--- src/rtl/recovery_controller.sv ---
// Fault-recovery sequencer: checkpoints the retiring PC, flushes, pulses a PC restore, then verifies or escalates to FATAL.
// Optional lifetime fault statistics are built when RECOVERY_STATS_EN is defined.
module recovery_controller #(
   parameter int unsigned MAX_RETRY    = 3,
   parameter int unsigned FLUSH_CYCLES = 2,
   parameter logic [31:0] RESET_PC     = 32'h0000_0000
) (
   input  logic        clk,
   input  logic        rst_n,
   input  logic        fault_detected,
   input  logic        commit_valid,
   input  logic [31:0] commit_pc,
   input  logic        clear_fatal,
   output logic        recovery_en,
   output logic [31:0] pc_saved,
   output logic        pipeline_stall,
   output logic [3:0]  retry_count,
   output logic        fatal_error,
   output logic [2:0]  state_o,
   output logic [15:0] fault_count
);

   typedef enum logic [2:0] {
      IDLE    = 3'd0,
      FLUSH   = 3'd1,
      RECOVER = 3'd2,
      VERIFY  = 3'd3,
      FATAL   = 3'd4
   } state_t;

   localparam logic [3:0] FLUSH_LOAD = 4'(FLUSH_CYCLES - 1);
   localparam logic [3:0] RETRY_MAX  = 4'(MAX_RETRY);

   state_t      state;
   state_t      state_nxt;
   logic [3:0]  flush_cnt;
   logic [3:0]  flush_cnt_nxt;
   logic [31:0] pc_nxt;
   logic [3:0]  retry_nxt;
   logic [3:0]  retry_inc;

   assign retry_inc = (retry_count == 4'hF) ? retry_count : retry_count + 4'd1;

   always_ff @(posedge clk or negedge rst_n) begin
      if (!rst_n) begin
         state       <= IDLE;
         flush_cnt   <= 4'd0;
         pc_saved    <= RESET_PC;
         retry_count <= 4'd0;
      end else begin
         state       <= state_nxt;
         flush_cnt   <= flush_cnt_nxt;
         pc_saved    <= pc_nxt;
         retry_count <= retry_nxt;
      end
   end

   // Faults take priority over commits; FLUSH and RECOVER ignore both inputs.
   always_comb begin
      state_nxt     = state;
      flush_cnt_nxt = flush_cnt;
      pc_nxt        = pc_saved;
      retry_nxt     = retry_count;
      case (state)
         IDLE: begin
            if (fault_detected) begin
               state_nxt     = FLUSH;
               flush_cnt_nxt = FLUSH_LOAD;
               retry_nxt     = retry_inc;
            end else if (commit_valid) begin
               pc_nxt = commit_pc;
            end
         end
         FLUSH: begin
            if (flush_cnt == 4'd0) begin
               state_nxt = RECOVER;
            end else begin
               flush_cnt_nxt = flush_cnt - 4'd1;
            end
         end
         RECOVER: state_nxt = VERIFY;
         VERIFY: begin
            if (fault_detected) begin
               if (retry_count == RETRY_MAX) begin
                  state_nxt = FATAL;
               end else begin
                  state_nxt     = FLUSH;
                  flush_cnt_nxt = FLUSH_LOAD;
                  retry_nxt     = retry_inc;
               end
            end else if (commit_valid) begin
               pc_nxt    = commit_pc;
               retry_nxt = 4'd0;
               state_nxt = IDLE;
            end
         end
         FATAL: begin
            if (clear_fatal) begin
               state_nxt = IDLE;
               retry_nxt = 4'd0;
            end
         end
         default: state_nxt = IDLE;
      endcase
   end

   // Control outputs depend on the state register alone.
   assign recovery_en    = (state == RECOVER);
   assign pipeline_stall = (state == FLUSH) || (state == RECOVER) || (state == FATAL);
   assign fatal_error    = (state == FATAL);
   assign state_o        = state;

`ifdef RECOVERY_STATS_EN
   logic        fault_accept;
   logic [15:0] fault_cnt;

   assign fault_accept = fault_detected && ((state == IDLE) || (state == VERIFY));

   always_ff @(posedge clk or negedge rst_n) begin
      if (!rst_n) begin
         fault_cnt <= 16'h0000;
      end else if (fault_accept && (fault_cnt != 16'hFFFF)) begin
         fault_cnt <= fault_cnt + 16'd1;
      end
   end

   assign fault_count = fault_cnt;
`else
   assign fault_count = 16'h0000;
`endif

endmodule

--- config.mk ---
export PLATFORM = sky130hd
export DESIGN_NAME = recovery_controller
export DESIGN_NICKNAME = d
export VERILOG_FILES = /design/src/rtl/recovery_controller.sv
export SDC_FILE = /design/constraint.sdc
export NUM_CORES = 1
export LEC_CHECK = 0
export BUFFER_PORTS_ARGS = -buffer_cell sky130_fd_sc_hd__clkbuf_2
export CORE_MARGIN = 2
export CORE_UTILIZATION = 45
export DETAILED_ROUTE_END_ITERATION = 16
export MAX_ROUTING_LAYER = met4
export PLACE_DENSITY_LB_ADDON = 0.12
export SLEW_MARGIN = 20
export SYNTH_ARGS = -nofsm -noshare
export SYNTH_HDL_FRONTEND = slang
export SYNTH_SLANG_ARGS = --single-unit
--- constraint.sdc ---
create_clock -name clk -period 2.4 [get_ports clk]
set_input_delay 0.48 -clock clk [delete_from_list [all_inputs] [get_ports clk]]
set_output_delay 0.48 -clock clk [all_outputs]
set_load 0.03 [all_outputs]
==> results.json <==
{
  "die_height_um": 73.4,
  "rows": 25,
  "slew_violations": 0,
  "post-route-min-period_ns": 2.11,
  "power_density_nw_per_um2": 1540,
  "clock_latency_ns": 0.29,
  "multiInputGateArea_um2": 953,
  "cts_buffers": 5,
  "synth-edff-count": 0,
  "hpwl_um": 2970,
  "async_flop_share": 1.00,
  "area_growth_pct": 22.1,
  "pwr-share-clk": 0.109,
  "finalCritPeriodShare": 0.879,
  "via_count": 1478,
  "worst_hold_path_type": "primary input to asynchronous set/reset pin",
  "first_iter_violations": 55,
  "dr.pass1.iters": 4,
  "holdWs_ns": 0.0933,
  "slew-limit-headroom": 0.617,
  "ant_nets": 0,
  "skew_ns": 0.00860,
  "portBuffers": 78,
  "arrival_ns": 1.63,
  "pin_count": 95,
  "clk_pin_slew_worst_paths_ns": 0.08,
  "max_freq_mhz": 474,
  "dieWidth_um": 73.4,
  "rsz0062_at_grt": "false",
  "ys_types": 42,
  "power_switching_mw": 1.83,
  "fin_nets": 286,
  "syn_avg_cell_area_um2": 13.3,
  "clock-root-buffer": "clkbuf_8",
  "p_int_mw": 2.26,
  "core_area_um2": 4690,
  "drv_cap": 0,
  "cts_resized": 0,
  "syn_area_um2": 2170,
  "grt_pass1_vias": 1402,
  "p_total_mw": 4.09,
  "overflow": 0,
  "combPwrFrac": 0.572,
  "p_leak_nw": 1.44,
  "clock-sinks": 43,
  "gp_congestion": 0.725,
  "start_util": 0.462,
  "drive_above_1_share": 0.526,
  "cts_max_path_buffers": 2,
  "wire_per_inst_um": 13.5,
  "synth_seq_cells": 43,
  "synth_warnings": 0,
  "tns_ns": 0,
  "finalHoldViolCount": 0,
  "ir_worst_vdd_mv": 0.743,
  "crit_type": "flop to output port",
  "syn_inst": 163,
  "tightest_slew_ns": 0.566,
  "setup_viol": 0,
  "antenna_found_initial": 0,
  "worstSetupEndpointType": "output port",
  "grt_max_degree": 33,
  "ys_seq_area_frac": 0.496,
  "cp_max_fo": 9,
  "antenna_cells": 0,
  "track_usage": 0.166,
  "pwr-share-seq": 0.319,
  "cp_data_required_time_ns": 1.92,
  "status": "finished, final reports clean",
  "num-fill-cells": 394,
  "reg2reg_slack_ns": 0.44,
  "cts_tree": "yes",
  "post_cts_buffers": 0,
  "grt_pass1_wl_um": 6580,
  "startpoint_type": "flop",
  "ys.flop_type": "dfrtp_1",
  "dieArea_um2": 5390,
  "regArea_um2": 1080,
  "wirelength_um": 4050,
  "cts-hold-fix-buffers": 0,
  "drcViolationCount": 0,
  "cts_max_level": 2,
  "vias_per_cell": 4.91,
  "p_sw_frac": 0.447
}
-- metrics by stage --
step                setup WS (ns)  cells  area (µm²)   util
floorplan                   0.191    178        2230      -
global placement            0.397    293        2560  0.546
detailed placement          0.384    293        2560  0.546
CTS                         0.272    301        2650  0.565
global route                0.145    301        2650  0.565
finish                      0.290    301        2650  0.565
-- flip-flops by register name (all words and copies together) (netlist names) --
signal	count
flush_cnt	4
pc_saved	32
state_o	3
retry_count	4
-- metal layers --
layer | vias up | global-route usage | share of wire
li1 | 710 | - | -
met1 | 707 | 0.201 | 0.46
met2 | 57 | 0.258 | 0.46
met3 | 4 | 0.0576 | 0.073
met4 | 0 | 0.0606 | 0.0072
met5 | - | - | 0
-- cell type report --
cell class / count / area share
clock buffer: 6 / 0.0274
clock inverter: 2 / 0.00472
inverter: 5 / 0.00709
multi-input combinational: 107 / 0.360
sequential: 43 / 0.406
tap: 54 / 0.0255
timing repair buffer: 84 / 0.169
-- kinds of logic (layout without fill, tap and decap cells) --
group                      count (synthesis)  count (layout)  synth area share
adders and majority gates                  3               3            0.0173
DFF                                       43              43             0.496
and+or+nand+nor                           31              31            0.0894
AOI/OAI and AO/OA                         22              22            0.0721
muxes                                     34              34             0.228
xor gates and xnor gates                   1               1           0.00404
other                                      1              16           0.00173
buffers and inverters                     28              97            0.0911
-- synthesized netlist by cell type, types with 4 or more instances --
library cell | n | area share
a31oi_1 | 4 | 0.012
buf_4 | 18 | 0.062
dfrtp_1 | 43 | 0.50
inv_1 | 5 | 0.0087
mux2_4 | 30 | 0.21
nand2_1 | 6 | 0.010
-- path summary, 6_finish.rpt --
path / startpoint / end / depth (start not counted)
hold / removal: rst_n / pc_saved[21] / 1
min in group clk: commit_pc[23] / pc_saved[23] / 2
hold reg to reg: pc_saved[12] / pc_saved[12] / 1
max in group asynchronous: rst_n / pc_saved[29] / 2
setup / recovery: state_o[2] / pipeline_stall / 4
setup reg to reg: retry_count[0] / retry_count[0] / 5
-- layout by cell type, fill, tap and decap left out, drive strengths merged, types with 2 or more instances in the layout --
master | netlist | layout
mux2 | 34 | 34
conb | 1 | 16
or4 | 2 | 2
nor4bb | 2 | 2
nor2 | 3 | 3
dfrtp | 43 | 43
ha | 3 | 3
nand2 | 6 | 6
a211oi | 2 | 2
o31ai | 2 | 2
a31oi | 4 | 4
o21ai | 3 | 3
inv | 5 | 5
buf | 23 | 6
nor3b | 4 | 4
a21oi | 3 | 3
nand3 | 3 | 3
nand2b | 2 | 2
clkbuf | 0 | 84
-- worst max-delay path, stage by stage (launching register included) --
cell and delay, ns:
dfrtp_1 0.47, buf_4 0.20, nor3b_2 0.29, o21bai_1 0.16
clkbuf_2 0.22
-- power by group through the flow --
| stage | clock, mW | sequential, mW | combinational [mW] |
|---|---|---|---|
| finish | 0.444 | 1.31 | 2.34 |
| detailed placement | 0 | 1.32 | 2.36 |
| floorplan | 0 | 1.96 | 1.15 |
| global placement | 0 | 1.31 | 2.34 |
| CTS | 0.467 | 1.31 | 2.36 |
| global route | 0.496 | 1.36 | 2.51 |
No activity file was read; power rests on OpenSTA's default activity.
